`src/rtl/noc_flit_depacketizer_pkg.sv`:
```
// Shared widths, flit field layout, framing markers and error codes for the
// NoC ejection path (flit depacketizer and its payload FIFO).
package noc_flit_depacketizer_pkg;

    localparam int NOC_DATA_W  = 64;
    localparam int NOC_ID_X_W  = 4;
    localparam int NOC_ID_Y_W  = 4;
    localparam int AXI_TYPE_W  = 2;
    localparam int AXI_ORDER_W = 4;
    localparam int AXI_LEN_W   = 4;
    localparam int MARK_W      = 4;

    localparam logic [MARK_W-1:0] HEAD_H = 4'hA;
    localparam logic [MARK_W-1:0] HEAD_E = 4'h5;
    localparam logic [MARK_W-1:0] TAIL_H = 4'hC;
    localparam logic [MARK_W-1:0] TAIL_E = 4'h3;

    // Field LSB positions inside a header/tail flit; the low bits below MARK_E are padding.
    localparam int MARK_H_POINT    = 60;
    localparam int SRC_X_POINT     = 56;
    localparam int SRC_Y_POINT     = 52;
    localparam int NOC_DEST_POINT  = 48;
    localparam int DST_Y_POINT     = 44;
    localparam int AXI_TYPE_POINT  = 42;
    localparam int AXI_ORDER_POINT = 38;
    localparam int AXI_LEN_POINT   = 34;
    localparam int MARK_E_POINT    = 30;

    localparam logic [2:0] ERR_NONE  = 3'd0;
    localparam logic [2:0] ERR_FRAME = 3'd1;
    localparam logic [2:0] ERR_DEST  = 3'd2;
    localparam logic [2:0] ERR_SHORT = 3'd3;
    localparam logic [2:0] ERR_LONG  = 3'd4;
    localparam logic [2:0] ERR_TAIL  = 3'd5;

    typedef enum logic [1:0] {
        ST_HDR  = 2'd0,
        ST_DATA = 2'd1,
        ST_TAIL = 2'd2,
        ST_DROP = 2'd3
    } depkt_state_e;

    typedef struct packed {
        logic [MARK_W-1:0]      mark_h;
        logic [NOC_ID_X_W-1:0]  src_x;
        logic [NOC_ID_Y_W-1:0]  src_y;
        logic [NOC_ID_X_W-1:0]  dst_x;
        logic [NOC_ID_Y_W-1:0]  dst_y;
        logic [AXI_TYPE_W-1:0]  pkt_type;
        logic [AXI_ORDER_W-1:0] order;
        logic [AXI_LEN_W-1:0]   len;
        logic [MARK_W-1:0]      mark_e;
    } flit_fields_t;

    localparam int FIELDS_W = $bits(flit_fields_t);

endpackage

```
`src/rtl/noc_flit_depacketizer_fifo.sv`:
```
// Synchronous FIFO with flop-based storage and full/empty flags; the head entry
// is read straight from the storage flops so a push is visible the next cycle.
module noc_sync_fifo #(
    parameter int WIDTH = 8,
    parameter int DEPTH = 8
) (
    input  logic             noc_clk,
    input  logic             noc_rst_n,
    input  logic             push,
    input  logic [WIDTH-1:0] wdata,
    input  logic             pop,
    output logic [WIDTH-1:0] rdata,
    output logic             full,
    output logic             empty
);

    localparam int AW = $clog2(DEPTH);

    logic [WIDTH-1:0] mem_q [DEPTH];
    logic [WIDTH-1:0] mem_d [DEPTH];
    logic [AW:0]      wr_ptr_q, wr_ptr_d;
    logic [AW:0]      rd_ptr_q, rd_ptr_d;

    // Pointers carry one extra wrap bit to tell full from empty.
    assign empty = (wr_ptr_q == rd_ptr_q);
    assign full  = (wr_ptr_q[AW] != rd_ptr_q[AW]) &&
                   (wr_ptr_q[AW-1:0] == rd_ptr_q[AW-1:0]);
    assign rdata = mem_q[rd_ptr_q[AW-1:0]];

    always_comb begin
        mem_d    = mem_q;
        wr_ptr_d = wr_ptr_q;
        rd_ptr_d = rd_ptr_q;
        if (push && !full) begin
            mem_d[wr_ptr_q[AW-1:0]] = wdata;
            wr_ptr_d = wr_ptr_q + 1'b1;
        end
        if (pop && !empty) begin
            rd_ptr_d = rd_ptr_q + 1'b1;
        end
    end

    always_ff @(posedge noc_clk or negedge noc_rst_n) begin
        if (!noc_rst_n) begin
            wr_ptr_q <= '0;
            rd_ptr_q <= '0;
            for (int i = 0; i < DEPTH; i++) begin
                mem_q[i] <= '0;
            end
        end else begin
            wr_ptr_q <= wr_ptr_d;
            rd_ptr_q <= rd_ptr_d;
            mem_q    <= mem_d;
        end
    end

endmodule

```
`src/rtl/noc_flit_depacketizer.sv`:
```
// Ejection stage: validates header/tail framing and destination, extracts header
// fields, streams payload flits through a FIFO and reports one error per packet.
module noc_flit_depacketizer
    import noc_flit_depacketizer_pkg::*;
#(
    parameter logic [NOC_ID_X_W-1:0] X_ID       = '0,
    parameter logic [NOC_ID_Y_W-1:0] Y_ID       = '0,
    parameter int                    FIFO_DEPTH = 8
) (
    input  logic                   noc_clk,
    input  logic                   noc_rst_n,
    input  logic                   in_valid,
    output logic                   in_ready,
    input  logic [NOC_DATA_W-1:0]  in_flit,
    input  logic                   in_is_header,
    input  logic                   in_is_tail,
    output logic                   pkt_start,
    output logic [NOC_ID_X_W-1:0]  pkt_src_x,
    output logic [NOC_ID_Y_W-1:0]  pkt_src_y,
    output logic [AXI_TYPE_W-1:0]  pkt_type,
    output logic [AXI_ORDER_W-1:0] pkt_order,
    output logic [AXI_LEN_W-1:0]   pkt_len,
    output logic                   pl_valid,
    input  logic                   pl_ready,
    output logic [NOC_DATA_W-1:0]  pl_data,
    output logic                   pl_last,
    output logic                   err_pulse,
    output logic [2:0]             err_code,
    output logic [15:0]            pkt_count
);

    depkt_state_e           state_q, state_d;
    logic [AXI_LEN_W-1:0]   cnt_q, cnt_d;
    logic [NOC_ID_X_W-1:0]  src_x_q, src_x_d;
    logic [NOC_ID_Y_W-1:0]  src_y_q, src_y_d;
    logic [AXI_TYPE_W-1:0]  type_q, type_d;
    logic [AXI_ORDER_W-1:0] order_q, order_d;
    logic [AXI_LEN_W-1:0]   len_q, len_d;
    logic                   pkt_start_q, pkt_start_d;
    logic                   err_pulse_q, err_pulse_d;
    logic [2:0]             err_code_q, err_code_d;
    logic [15:0]            pkt_count_q, pkt_count_d;

    flit_fields_t           fields;
    logic                   accept, both_flags;
    logic                   head_marks_ok, tail_marks_ok, dst_ok, src_ok;
    logic                   raise_err;
    logic [2:0]             err_sel;
    logic                   fifo_push, fifo_full, fifo_empty;
    logic [NOC_DATA_W:0]    fifo_rdata;

    assign fields        = flit_fields_t'(in_flit[NOC_DATA_W-1 -: FIELDS_W]);
    assign accept        = in_valid && in_ready;
    assign both_flags    = in_is_header && in_is_tail;
    assign head_marks_ok = (fields.mark_h == HEAD_H) && (fields.mark_e == HEAD_E);
    assign tail_marks_ok = (fields.mark_h == TAIL_H) && (fields.mark_e == TAIL_E);
    assign dst_ok        = (fields.dst_x == X_ID) && (fields.dst_y == Y_ID);
    assign src_ok        = (fields.src_x == src_x_q) && (fields.src_y == src_y_q);

    // A flit flagged both header and tail is a framing error that also ends the packet.
    always_comb begin
        state_d     = state_q;
        cnt_d       = cnt_q;
        src_x_d     = src_x_q;
        src_y_d     = src_y_q;
        type_d      = type_q;
        order_d     = order_q;
        len_d       = len_q;
        pkt_start_d = 1'b0;
        pkt_count_d = pkt_count_q;
        in_ready    = 1'b1;
        fifo_push   = 1'b0;
        raise_err   = 1'b0;
        err_sel     = ERR_NONE;

        case (state_q)
            ST_HDR: begin
                if (accept) begin
                    if (both_flags) begin
                        raise_err = 1'b1;
                        err_sel   = ERR_FRAME;
                    end else if (!in_is_header || !head_marks_ok) begin
                        raise_err = 1'b1;
                        err_sel   = ERR_FRAME;
                        state_d   = in_is_tail ? ST_HDR : ST_DROP;
                    end else if (!dst_ok) begin
                        raise_err = 1'b1;
                        err_sel   = ERR_DEST;
                        state_d   = ST_DROP;
                    end else begin
                        src_x_d     = fields.src_x;
                        src_y_d     = fields.src_y;
                        type_d      = fields.pkt_type;
                        order_d     = fields.order;
                        len_d       = fields.len;
                        pkt_start_d = 1'b1;
                        cnt_d       = '0;
                        state_d     = ST_DATA;
                    end
                end
            end
            ST_DATA: begin
                in_ready = !fifo_full;
                if (accept) begin
                    if (both_flags) begin
                        raise_err = 1'b1;
                        err_sel   = ERR_FRAME;
                        state_d   = ST_HDR;
                    end else if (in_is_tail) begin
                        raise_err = 1'b1;
                        err_sel   = ERR_SHORT;
                        state_d   = ST_HDR;
                    end else begin
                        fifo_push = 1'b1;
                        cnt_d     = cnt_q + 1'b1;
                        if (cnt_q == len_q) begin
                            state_d = ST_TAIL;
                        end
                    end
                end
            end
            ST_TAIL: begin
                if (accept) begin
                    if (both_flags) begin
                        raise_err = 1'b1;
                        err_sel   = ERR_FRAME;
                        state_d   = ST_HDR;
                    end else if (in_is_tail) begin
                        if (tail_marks_ok && src_ok && dst_ok) begin
                            pkt_count_d = pkt_count_q + 16'd1;
                        end else begin
                            raise_err = 1'b1;
                            err_sel   = ERR_TAIL;
                        end
                        state_d = ST_HDR;
                    end else begin
                        raise_err = 1'b1;
                        err_sel   = ERR_LONG;
                        state_d   = ST_DROP;
                    end
                end
            end
            ST_DROP: begin
                if (accept) begin
                    if (both_flags) begin
                        raise_err = 1'b1;
                        err_sel   = ERR_FRAME;
                    end
                    if (in_is_tail) begin
                        state_d = ST_HDR;
                    end
                end
            end
            default: begin
                state_d = ST_HDR;
            end
        endcase

        err_pulse_d = raise_err;
        err_code_d  = raise_err ? err_sel : err_code_q;
    end

    always_ff @(posedge noc_clk or negedge noc_rst_n) begin
        if (!noc_rst_n) begin
            state_q     <= ST_HDR;
            cnt_q       <= '0;
            src_x_q     <= '0;
            src_y_q     <= '0;
            type_q      <= '0;
            order_q     <= '0;
            len_q       <= '0;
            pkt_start_q <= 1'b0;
            err_pulse_q <= 1'b0;
            err_code_q  <= ERR_NONE;
            pkt_count_q <= '0;
        end else begin
            state_q     <= state_d;
            cnt_q       <= cnt_d;
            src_x_q     <= src_x_d;
            src_y_q     <= src_y_d;
            type_q      <= type_d;
            order_q     <= order_d;
            len_q       <= len_d;
            pkt_start_q <= pkt_start_d;
            err_pulse_q <= err_pulse_d;
            err_code_q  <= err_code_d;
            pkt_count_q <= pkt_count_d;
        end
    end

    // Each entry carries its last flag in bit 0 beside the payload.
    noc_sync_fifo #(
        .WIDTH (NOC_DATA_W + 1),
        .DEPTH (FIFO_DEPTH)
    ) u_payload_fifo (
        .noc_clk   (noc_clk),
        .noc_rst_n (noc_rst_n),
        .push      (fifo_push),
        .wdata     ({in_flit, (cnt_q == len_q)}),
        .pop       (pl_ready),
        .rdata     (fifo_rdata),
        .full      (fifo_full),
        .empty     (fifo_empty)
    );

    assign pl_valid  = !fifo_empty;
    assign pl_data   = fifo_rdata[NOC_DATA_W:1];
    assign pl_last   = fifo_rdata[0];
    assign pkt_start = pkt_start_q;
    assign pkt_src_x = src_x_q;
    assign pkt_src_y = src_y_q;
    assign pkt_type  = type_q;
    assign pkt_order = order_q;
    assign pkt_len   = len_q;
    assign err_pulse = err_pulse_q;
    assign err_code  = err_code_q;
    assign pkt_count = pkt_count_q;

endmodule

```
`config.mk`:
```
export PLATFORM = sky130hd
export DESIGN_NAME = noc_flit_depacketizer
export DESIGN_NICKNAME = d
export VERILOG_FILES = /design/src/rtl/noc_flit_depacketizer_pkg.sv /design/src/rtl/noc_flit_depacketizer_fifo.sv /design/src/rtl/noc_flit_depacketizer.sv
export SDC_FILE = /design/constraint.sdc
export NUM_CORES = 1
export LEC_CHECK = 0
export ABC_AREA = 1
export CORE_MARGIN = 2
export CORE_UTILIZATION = 45
export DETAILED_ROUTE_END_ITERATION = 12
export HOLD_SLACK_MARGIN = 0.05
export PLACE_DENSITY_LB_ADDON = 0.1
export SETUP_SLACK_MARGIN = 0.2
export SLEW_MARGIN = 20
export SYNTH_ARGS = -nofsm -noshare
export SYNTH_HDL_FRONTEND = slang
export SYNTH_SLANG_ARGS = --single-unit
```
`constraint.sdc`:
```
create_clock -name noc_clk -period 4.25 [get_ports noc_clk]
set_input_delay 0.425 -clock noc_clk [delete_from_list [all_inputs] [get_ports noc_clk]]
set_output_delay 0.425 -clock noc_clk [all_outputs]
set_load 0.01 [all_outputs]
```
**Word-level counts from Yosys, hierarchy flattened**

Index checks and enable logic that the tools add are counted.

- $add $sub $neg: 4
- Multipliers: 0
- Divide/modulo/power cells: 0
- Order comparisons: 3
- Equal/unequal tests: 24
- Shift-type cells: 0
- Mux-type cells: 66
- Bitwise operators: 4
- Reductions and logical operators: 25

Operators by type and width:

| operator | number |
|---|---|
| $bwmux 520 | 1 |
| $bmux 65 s3 | 1 |
| $demux 65 s3 | 1 |
| $mux 65 | 3 |
| $mux 2 | 20 |
| $mux 4 | 7 |
| $mux 1 | 25 |
| $ne 2x2->1 const B | 10 |
| $add 16x1->16 const B | 1 |
| $eq 4x4->1 | 4 |
| $add 4x1->4 const B | 3 |
| $logic_and 1x1->1 | 12 |
| $mux 3 | 4 |
| $pmux 3 s4 | 1 |
| $reduce_and 5->1 | 2 |
| $eq 4x4->1 const B | 2 |
| $ge 4x4->1 const B | 2 |
| $logic_not 4->1 | 2 |
| $not 3->4 | 2 |
| $pmux 2 s4 | 1 |
| $pmux 4 s2 | 1 |
| $reduce_and 8->1 | 1 |
| $reduce_and 7->1 | 1 |
| $eq 2x2->1 const B | 2 |
| 13 further kinds | 17 |

- Bits in registers: 573
- Bits in latches: 0
- Memory bits (writable): 0
- Memory bits (read-only): 0
- Output and inout port bits: 106
- Memories: 0

**Logic depth before layout (Yosys ltp)**

- Depth after elaboration: 9
- Depth in mapped cells: 15
- Mapped depth without buffers: 13

**Cells and area by module**

Synthesis repeated with hierarchy kept, for this count alone.

- Cell total of the unflattened synthesis: 3,789
- Area total of the unflattened synthesis: 29,295.6 µm²

Modules (own cells, without submodules):

| module | instances | cells each | area an instance (µm²) | seq. area each (µm²) |
|---|---|---|---|---|
| noc_sync_fifo | 1 | 3,406 | 26,534.2 | 13,212.7 |
| noc_flit_depacketizer | 1 | 383 | 2,761.4 | 1,126.1 |

**Worst setup path before layout**

No wires, ideal clock.

- Path type: flip-flop to output port
- Start point: register u_payload_fifo.rd_ptr_q[0]
- End point: output pl_data[0]
- Data arrival time: 1.729 ns
- Setup slack: 2.096 ns
- Cell stages (with the launch flop): 9
- Path buffers: 3
- Path through: dfrtp_1 -> inv_2 -> buf_2 -> clkbuf_1 -> clkbuf_1 -> nor2_1 -> o22ai_1 -> nor2_1 -> a31oi_1

- Word-level cells in the longest chain between the ends: 4

Ends and longest elaborated chain:

| item | RTL line | RTL |
|---|---|---|
| from (decl) | noc_flit_depacketizer_fifo.sv:22 | `logic [AW:0] rd_ptr_q, rd_ptr_d;` |
| from (signal assigned) | noc_flit_depacketizer_fifo.sv:52 | `rd_ptr_q <= rd_ptr_d;` |
| $not 3->4 (implied by the code) | noc_flit_depacketizer_fifo.sv:28 | `assign rdata = mem_q[rd_ptr_q[AW-1:0]];` |
| $bmux 65 s3 | noc_flit_depacketizer_fifo.sv:28 |  |
| $mux 65 (implied by the code) (2 in series) | noc_flit_depacketizer_fifo.sv:28 |  |
| to (decl) | noc_flit_depacketizer.sv:25 | `output logic [NOC_DATA_W-1:0] pl_data,` |

No other way between the ends. The select of a mux whose other input is x is not followed.

**Worst setup path after layout**

- Start point: register u_payload_fifo.rd_ptr_q[0]
- End point: output pl_data[12]

The elaborated chain is that of the path after synthesis.

==> results.cfg <==
[layout]
layout_commonest_cell = o21ai_0
fin_util_pct = 53.6
nFillCells = 5294
drive_above_1_share_pct = 5.64
multiInputGateArea_um2 = 9910
layout.nets = 3240
syn2layout_area_growth_pct = 18.0
final_cell_area_um2 = 30200
diodes = 0
final_cell_mix = o21ai_0 (686), nand2_1 (655), dfrtp_1 (571)
seqCellArea_um2 = 14300

[floorplanning]
die-area_um2 = 58900
start_util_pct = 45.5
die_x_um = 243
rows = 87
ioPinCount = 176
core_area_um2 = 56400
die_h_um = 243

[global_routing]
antenna_found_initial = 0
grt_max_degree = 164
grt_pass1_wl_mm = 116
overflow = 0
grt_pass1_vias = 21100
top_usage_layer = met2
grt_use_met2_pct = 38.8
met3_usage_pct = 4.23
gr-usage-met1_pct = 34.5
grt_usage_pct = 24.2

[logic_synthesis]
synth_cells = 3096
ys_seq_elements = 573
synthFlopType = dfrtp_1
netlist_area_um2 = 25600
async_flop_share_pct = 100
synth-edff-count = 0
ys_seq_area_share_pct = 55.9
synth.distinct_cells = 33
yosysWarnings = 0
synth.avg_cell_area_um2 = 8.28
syn-num-nets = 3175

[sta]
worst_pin_slew_ns = 1.12
setup_tns_ns = 0
relSlewSlack_pct = 25.3
period_share_pct = 89.1
post-route-min-period_ns = 3.79
whs_ns = 0.437
hold_violations = 0
worst_clock_skew_ns = 0.0138
fmax_mhz = 264
setup_viol = 0
slew_viol_final = 0
worst_slack_ns = 0.465
rsz0062_at_grt = no

[detailed_routing]
drt_iter0_markers = 1899
vias = 21600
drt_wl_total_mm = 70.9
ant_nets = 0
dr.pass1.iters = 6
drc = 0
wl_per_cell_um = 17.9
viasPerCell = 5.46

[placement]
gp_congestion = 0.838
place_area_um2 = 28000
hpwlAfterDp_mm = 40.9
port_buffers = 175
place_ws_ns = 1.15

[cts]
htree_levels = 2
clk_pin_slew_ns = 0.06
root_buffer = clkbuf_16
clkLatencyLatePin_ns = 0.62
cts_tree = done
clock_path_buffers = 3
cts.sink_count = 573
numCtsBuffers = 61
ctsResizeCount = 0

[setup_path]
r2r_end = pkt_count[5]
cp_max_fo = 100
cp-end-kind = output pin
critical_path_arrival_ns = 3.36
cp.required_ns = 3.83
r2r_start = u_payload_fifo.rd_ptr_q[0]
start_kind = register
r2r_cells = 11
reg2reg_slack_ns = 1.36
crit_type = register to output pin

[outcome]
status = complete, no violations

[min_path]
min_path_type = input pin to async pin

[job]
maxCapViolCount = 0

[power_and_ir_drop]
p_per_area_nw_per_um2 = 722
p_leak_uw = 0.0137
peakVddDrop_mv = 0.669
==> Yosys cell counts (4+ instances only) <==
cell	count	area share [%]
ha_1	9	0.44
nand2_1	655	9.6
nor2_1	483	7.1
inv_1	104	1.5
nand3_1	22	0.43
o22ai_1	64	1.6
buf_1	4	0.059
a21oi_1	5	0.098
o21ai_1	131	2.6
nand4_1	17	0.41
o21ai_0	686	13
buf_2	97	1.9
xor2_1	13	0.44
inv_2	12	0.18
a31oi_1	65	1.6
nor3_1	6	0.12
clkbuf_1	114	1.7
xnor2_1	12	0.41
dfrtp_1	573	56
==> layer usage <==
| layer | wire [µm] | vias to the layer above |
|---|---|---|
| li1 | - | 10400 |
| met1 | 32700 | 10600 |
| met2 | 32600 | 589 |
| met3 | 4310 | 86 |
| met4 | 1320 | 0 |
| met5 | 0 | - |
==> what timing repair did <==
| action | 4_1_cts | 5_1_grt |
|---|---|---|
| hold endpoints to repair | 100 | 0 |
| setup buffers | 0 | 0 |
| hold buffers | 1 | 0 |
==> cell type report <==
| class | count | share of cell area [%] |
|---|---|---|
| inverter | 117 | 1.53 |
| multi-input combinational | 2188 | 32.8 |
| clock buffer | 77 | 5.68 |
| sequential | 573 | 47.4 |
| timing repair buffer | 220 | 7.88 |
| clock inverter | 36 | 1.58 |
| tap | 756 | 3.13 |
==> per-stage QoR <==
| step | total power (µW) | cells |
|---|---|---|
| 6_report | 21800 | 3967 |
| 5_1_grt | 23400 | 3967 |
| 4_1_cts | 22000 | 3967 |
| 3_5_place_dp | 16200 | 3853 |
| 3_3_place_gp | 16000 | 3853 |
| 2_1_floorplan | 12900 | 3096 |
==> worst max-delay path, stage by stage (launching register included) <==
cell and delay [ns]:
dfrtp_4 0.46, buf_4 0.82, o21ai_0 0.21, o22ai_1 0.19
nor2_1 0.05, a31oi_1 0.31, clkdlybuf4s50_1 0.61
==> worst max-delay path by stage <==
stage	startpoint	end	slack, ns	cells past startpoint
final	u_payload_fifo.rd_ptr_q[0]	pl_data[12]	0.46	6
after global routing	u_payload_fifo.rd_ptr_q[0]	pl_data[14]	0.25	6
after CTS	u_payload_fifo.rd_ptr_q[0]	pl_data[12]	0.48	6
after detailed placement	u_payload_fifo.rd_ptr_q[0]	pl_data[12]	1.15	6
after global placement	u_payload_fifo.rd_ptr_q[0]	pl_data[14]	1.16	6
after floorplan	u_payload_fifo.rd_ptr_q[0]	pl_data[0]	2.10	8
==> registers in the layout, summed over array words and instances (netlist names) <==
name / cells
cnt_q: 4
u_payload_fifo.mem_q: 520
u_payload_fifo.wr_ptr_q: 4
state_q: 2
pkt_type: 2
pkt_start: 1
pkt_src_x: 4
err_code: 3
pkt_len: 4
pkt_order: 4
pkt_src_y: 4
pkt_count: 16
u_payload_fifo.rd_ptr_q: 4
err_pulse: 1
==> logic make-up after synthesis <==
family,count (synthesis),share of synthesized area (%)
AND/OR/NAND/NOR,1200,18.1
flip-flops,573,55.9
buffers and inverters,335,5.41
XOR/XNOR,25,0.854
AO/OA/AOI/OAI,954,19.3
adder cells (fa/ha/maj),9,0.439
==> power breakdown <==
group          total [µW]  internal, µW  leakage (µW)  switching, µW
Clock                5770          3520       0.00108           2250
Combinational        8170          3340       0.00490           4830
Sequential           7920          7050       0.00773            869
Total               21800         13900        0.0137           7950
Note: power is estimated with default switching activity, not from simulation.
